===== src/rtl/coredma_fifo_pkg.sv =====
// coredma_fifo_pkg: shared constants, pointer type and pointer arithmetic for the DMA micro-RAM FIFO
package coredma_fifo_pkg;
  localparam int DATA_WIDTH = 50;
  localparam int ADDR_WIDTH = 2;
  localparam int DEPTH = 2 ** ADDR_WIDTH;
  localparam int SKID_DEPTH = 3;
  localparam int SKID_CNT_W = $clog2(SKID_DEPTH + 1);
  localparam int LEVEL_W = ADDR_WIDTH + 2;
  typedef logic [ADDR_WIDTH:0] ptr_t;
  function automatic ptr_t ptr_diff(ptr_t a, ptr_t b);
    return a - b;
  endfunction
endpackage


===== src/rtl/coredma_skid_fifo.sv =====
// coredma_skid_fifo: shift-register FIFO whose head entry drives the stream straight from flops
module coredma_skid_fifo
  import coredma_fifo_pkg::*;
#(
  parameter int W = DATA_WIDTH,
  parameter int D = SKID_DEPTH,
  parameter int CW = $clog2(D + 1)
) (
  input  logic          clk,
  input  logic          rst,
  input  logic          flush,
  input  logic          push,
  input  logic          pop,
  input  logic [W-1:0]  din,
  output logic [W-1:0]  head,
  output logic          head_valid,
  output logic [CW-1:0] cnt
);
  logic [W-1:0] mem [D];
  logic [CW-1:0] wr_idx;
  assign wr_idx = cnt - CW'(pop);
  assign head = mem[0];
  assign head_valid = cnt != '0;
  always_ff @(posedge clk)
    if (rst || flush) begin
      cnt <= '0;
      for (int i = 0; i < D; i++) mem[i] <= '0;
    end else begin
      for (int i = 0; i < D; i++)
        mem[i] <= (push && CW'(i) == wr_idx) ? din : (pop && i < D - 1) ? mem[(i + 1) % D] : mem[i];
      cnt <= cnt + CW'(push) - CW'(pop);
    end
endmodule


===== src/rtl/coredma_sram_fifo_rd_ctrl.sv =====
// coredma_sram_fifo_rd_ctrl: prefetches micro-RAM words (latency 2) into a skid FIFO and streams them out
module coredma_sram_fifo_rd_ctrl
  import coredma_fifo_pkg::*;
(
  input  logic                  CLK,
  input  logic                  SRST_N,
  input  logic                  FLUSH,
  input  logic [ADDR_WIDTH:0]   WR_PTR,
  output logic [ADDR_WIDTH:0]   RD_PTR,
  output logic [ADDR_WIDTH-1:0] RAM_R_ADDR,
  output logic                  RAM_R_ADDR_EN,
  output logic                  RAM_R_DATA_EN,
  input  logic [DATA_WIDTH-1:0] RAM_R_DATA,
  output logic [DATA_WIDTH-1:0] DOUT,
  output logic                  DOUT_VALID,
  input  logic                  DOUT_READY,
  output logic [LEVEL_W-1:0]    LEVEL
);
  localparam int OCC_W = SKID_CNT_W + 1;
  ptr_t iss_ptr;
  logic s1, s2, pop, issue;
  logic [SKID_CNT_W-1:0] skid_cnt;
  logic [OCC_W-1:0] occ;
  always_comb begin
    pop = DOUT_VALID & DOUT_READY;
    occ = OCC_W'(skid_cnt) + OCC_W'(s1) + OCC_W'(s2) - OCC_W'(pop);
    issue = SRST_N & ~FLUSH & (iss_ptr != WR_PTR) & (occ < OCC_W'(SKID_DEPTH));
    RAM_R_ADDR_EN = issue;
    RAM_R_ADDR = iss_ptr[ADDR_WIDTH-1:0];
    RAM_R_DATA_EN = s1;
    LEVEL = SRST_N ? LEVEL_W'(ptr_diff(WR_PTR, RD_PTR)) + LEVEL_W'(skid_cnt) : '0;
  end
  always_ff @(posedge CLK)
    if (!SRST_N) begin
      iss_ptr <= '0;
      RD_PTR <= '0;
      s1 <= 1'b0;
      s2 <= 1'b0;
    end else if (FLUSH) begin
      iss_ptr <= WR_PTR;
      RD_PTR <= WR_PTR;
      s1 <= 1'b0;
      s2 <= 1'b0;
    end else begin
      iss_ptr <= iss_ptr + ptr_t'(issue);
      RD_PTR <= RD_PTR + ptr_t'(s2);
      s1 <= issue;
      s2 <= s1;
    end
  coredma_skid_fifo u_skid (
    .clk       (CLK),
    .rst       (!SRST_N),
    .flush     (FLUSH),
    .push      (s2),
    .pop       (pop),
    .din       (RAM_R_DATA),
    .head      (DOUT),
    .head_valid(DOUT_VALID),
    .cnt       (skid_cnt)
  );
endmodule


===== config.mk =====
export PLATFORM = sky130hd
export DESIGN_NAME = coredma_sram_fifo_rd_ctrl
export DESIGN_NICKNAME = d
export VERILOG_FILES = /design/src/rtl/coredma_fifo_pkg.sv /design/src/rtl/coredma_skid_fifo.sv /design/src/rtl/coredma_sram_fifo_rd_ctrl.sv
export SDC_FILE = /design/constraint.sdc
export NUM_CORES = 1
export LEC_CHECK = 0
export CAP_MARGIN = 10
export CORE_MARGIN = 10
export CORE_UTILIZATION = 40
export CTS_CLUSTER_SIZE = 24
export DETAILED_ROUTE_END_ITERATION = 16
export PLACE_DENSITY_LB_ADDON = 0.15
export SLEW_MARGIN = 5
export SYNTH_ARGS = -nofsm -noshare
export SYNTH_HDL_FRONTEND = slang
export SYNTH_SLANG_ARGS = --single-unit

===== constraint.sdc =====
create_clock -name CLK -period 3.5 [get_ports CLK]
set_input_delay 0.7 -clock CLK [delete_from_list [all_inputs] [get_ports CLK]]
set_output_delay 0.7 -clock CLK [all_outputs]
set_load 0.01 [all_outputs]

==> metrics.md <==
| Metric | Value |
|---|---|
| Global-route wire length before repair | 34300 um |
| Reg2Reg Launch Point | u_skid.cnt[1] |
| Post-synthesis register bit count | between 150 and 200 |
| Ratio of cells with drive above 1 in the final layout | 9.68% |
| Router iterations before antenna repair | 4 |
| P&R area growth vs syn | 25.0% |
| GP Congestion | 0.756 |
| Prevailing post-synth register cell | dfxtp_1 |
| Worst hold margin | 0.474 ns |
| Routed vias | 6629 |
| Max Cap Viol | 0 |
| R2r endpoint | iss_ptr[1] |
| # IOs | 119 |
| Finished Cell Area | 9270 sq um |
| Critical path class | in2out |
| Yosys warns | 0 |
| PwrDens | ~440 nW/um^2 |
| Final setup fails | 0 |
| Worst Reg-to-Reg Cells | 12 |
| H-tree levels | 4 |
| # rows | 49 |
| Critical-path cell list | dlymetal6s2s_1, o21ai_4, clkinv_2, ha_4, fa_2, inv_2, fa_2, a2111oi_4, buf_2 |
| Slew @ Worst Pin | 0.761 ns |
| Final hold viol count | 0 |
| Initial core utilization | 41.0% |
| Synth Instances | 925 |
| Synthesized area per cell | ~8 sq um |
| Drt drc | 0 |
| Startpoint Class | primary input |
| Vias in the first global route | 6316 |
| CTS root buf | clkbuf_16 |
| Placed insts | 1168 |
| Placed inst area | around 8600 sq um |
| Origin of the worst setup path | DOUT_READY |
| Peak supply drop | 0.334 mV |
| Fin util | between 50% and 60% |
| Core area | between 15000 and 20000 sq um |
| Reg clk slew, reported paths | 0.06 ns |
| Most used cell, CP | fa_2 |
| Worst hold path depth | 2 |
| Setup Buffers After CTS | 0 |
| Post-synth EDFFs | 0 |
| Total GRT Usage | between 10% and 20% |
| Clk buf depth | 2 |
| Slew headroom | 49.3% |
| Fill cells | 1749 |
| P_leak | 2.94 nW |
| Register area share after synthesis | roughly 43% |
| Vias per cell | between 5 and 6 |
| Initial DRC count | between 500 and 600 |
| Count of cell types in the netlist | 27 |
| Final wirelength | 20600 um |
| Worst Path Buf+Inv | 4 |
| Worst Hold Path EP | u_skid.mem[0][110] |
| Cts hold-fix bufs | 0 |
| WL/cell | around 17 um |
| Max Transition Viols Final | 0 |
| Final nets | 1029 |
| Min-delay worst type | reg2reg |
| Hold Startpoint | u_skid.mem[0][110] |
| Post-DP HPWL | 12300 um |
| Num Clock Sinks | 160 |
| CTS tree | built |
| Final Non-Filler Cells | 1200 |
| Worst Skew | 0.00899 ns |
| Largest stage delay, worst path | 0.46 ns |
| CP max stage cell | fa_2 |
| ANT cells | 0 |
| Die area | 24400 sq um |
| R2r setup slk | 0.74 ns |
| Post-route minimum period | around 3.3 ns |
| Buffers on Ports | 118 |
| Critical path arrival | 2.64 ns |
| Tcrit/Tclk final | about 95% |
| F_max | approximately 300 MHz |
| Mapped Area | 7420 sq um |
| Die Span Y | 156 um |
| Post-synthesis net count | between 900 and 1000 |
| Crit-path leading delay family | adder cells |
| Critical path endpoint category | primary output |
| Die Wd | 156 um |
| CTS Buf Count | 17 |
| Unrepaired setup endpoints after global routing | false |
| Status | finished, final reports clean |
| Initial antenna violation count | 0 |
| Largest net degree at the start of global routing | 154 |
| Final antenna-violating net count | 0 |
| Worst EP required | 2.80 ns |
| Overflow after GRT | 0 |
| Clk_lat worst skew | 0.42 ns |
| Worst-path maximum fanout | 2 |
| Ys async rst share | 0% |
[flip-flops by register name, summed over array words and instances (netlist names)]
register and cells:
u_skid.mem 150, u_skid.cnt 2, RD_PTR 3, iss_ptr 3, s2 1, RAM_R_DATA_EN 1
[synthesized netlist by cell type, types with 2 or more instances]
library cell,count,area (sq um)
a2111oi_0,2,17.5
ha_1,10,125
a21oi_1,53,265
clkbuf_1,59,221
xor2_1,4,35.0
nor3_1,101,505
nand2_1,210,788
buf_1,9,33.8
a311oi_1,100,876
and2_1,4,25.0
nor2_1,2,7.51
xnor2_1,4,35.0
buf_2,19,95.1
o21ai_0,52,260
nand3_1,51,255
fa_1,4,80.1
inv_1,13,48.8
a21boi_0,4,30.0
dfxtp_1,160,3200
buf_4,57,428
[logic make-up after synthesis]
| family | count (synthesis) | synth area share, % |
|---|---|---|
| and+or+nand+nor | 371 | 21.6 |
| AOI/OAI and AO/OA | 211 | 19.5 |
| DFF | 160 | 43.2 |
| buffers and inverters | 158 | 11.2 |
| adders and majority gates | 14 | 2.77 |
| xor gates and xnor gates | 11 | 1.69 |
[routing by layer]
metal | wire [um] | share of wire [%] | vias to the layer above | track usage, %
li1 | - | - | 3303 | -
met1 | 10000 | 49 | 3141 | 23.8
met2 | 9170 | 45 | 171 | 24.6
met3 | 1160 | 5.6 | 14 | 4.80
met4 | 236 | 1.1 | 0 | 4.54
met5 | 0 | 0 | - | 0
[final cells by class]
cell class / count / area (sq um) / area share, %
flip-flops and latches: 160 / 3210 / 34.6
multi-input cells: 607 / 3480 / 37.6
clock inverters: 12 / 158 / 1.70
clock buffers: 20 / 457 / 4.93
inverters: 14 / 53.8 / 0.580
repair buffers: 158 / 1630 / 17.6
well taps: 229 / 287 / 3.09
[through the flow]
| stage | worst slack [ns] | total power [W] | setup TNS [ns] |
|---|---|---|---|
| 6_report | 0.163 | 0.00410 | 0 |
| 3_5_place_dp | -0.632 | 0.00220 | -1.67 |
| 4_1_cts | -0.197 | 0.00414 | -0.197 |
| 5_1_grt | 0.0443 | 0.00425 | 0 |
| 3_3_place_gp | -0.635 | 0.00221 | -1.60 |
| 2_1_floorplan | 0.0561 | 0.00203 | 0 |
[where the power goes]
part           switching (W)  leakage, nW  internal, W
clock               0.000771        0.293      0.00116
sequential         0.0000111         1.29      0.00184
combinational       0.000172         1.35     0.000143
total               0.000955         2.94      0.00314
[placed cells by master, fill, tap and decap left out, drive strengths merged, types with 2 or more instances in the layout]
| cell | Yosys | final |
|---|---|---|
| clkinv | 1 | 6 |
| buf | 85 | 43 |
| a2111oi | 2 | 2 |
| a21oi | 53 | 53 |
| xor2 | 5 | 5 |
| nand2 | 210 | 210 |
| nand3 | 51 | 51 |
| a21boi | 4 | 4 |
| clkinvlp | 0 | 3 |
| o21ai | 52 | 52 |
| ha | 10 | 10 |
| nor2 | 2 | 2 |
| dfxtp | 160 | 160 |
| xnor2 | 5 | 5 |
| bufinv | 0 | 3 |
| clkbuf | 59 | 21 |
| and2 | 4 | 4 |
| clkdlybuf4s50 | 0 | 112 |
| inv | 13 | 14 |
| nor3 | 101 | 101 |
| fa | 4 | 4 |
| dlymetal6s2s | 0 | 2 |
| a311oi | 100 | 100 |
[worst max-delay path by stage]
stage                                to  cells after the start  slack [ns]
after detailed placement  RAM_R_ADDR_EN                      9       -0.63
after floorplan           RAM_R_ADDR_EN                      8        0.06
after global routing      RAM_R_ADDR_EN                      8        0.04
final                     RAM_R_ADDR_EN                      9        0.16
after CTS                 RAM_R_ADDR_EN                      9       -0.20
after global placement    RAM_R_ADDR_EN                      9       -0.63
[timing repair]
action,CTS,global route
endpoints found under the setup margin,4,3
pin swaps,2,4
resized for setup,17,10
endpoints found under the hold margin,0,0
[worst min-delay path, delay by kind of cell (launching register included)]
kind | cells | cell delay [ns]
flip-flops | 1 | 0.30
AO/OA/AOI/OAI | 2 | 0.12
Power figures use the tool's default switching activity.
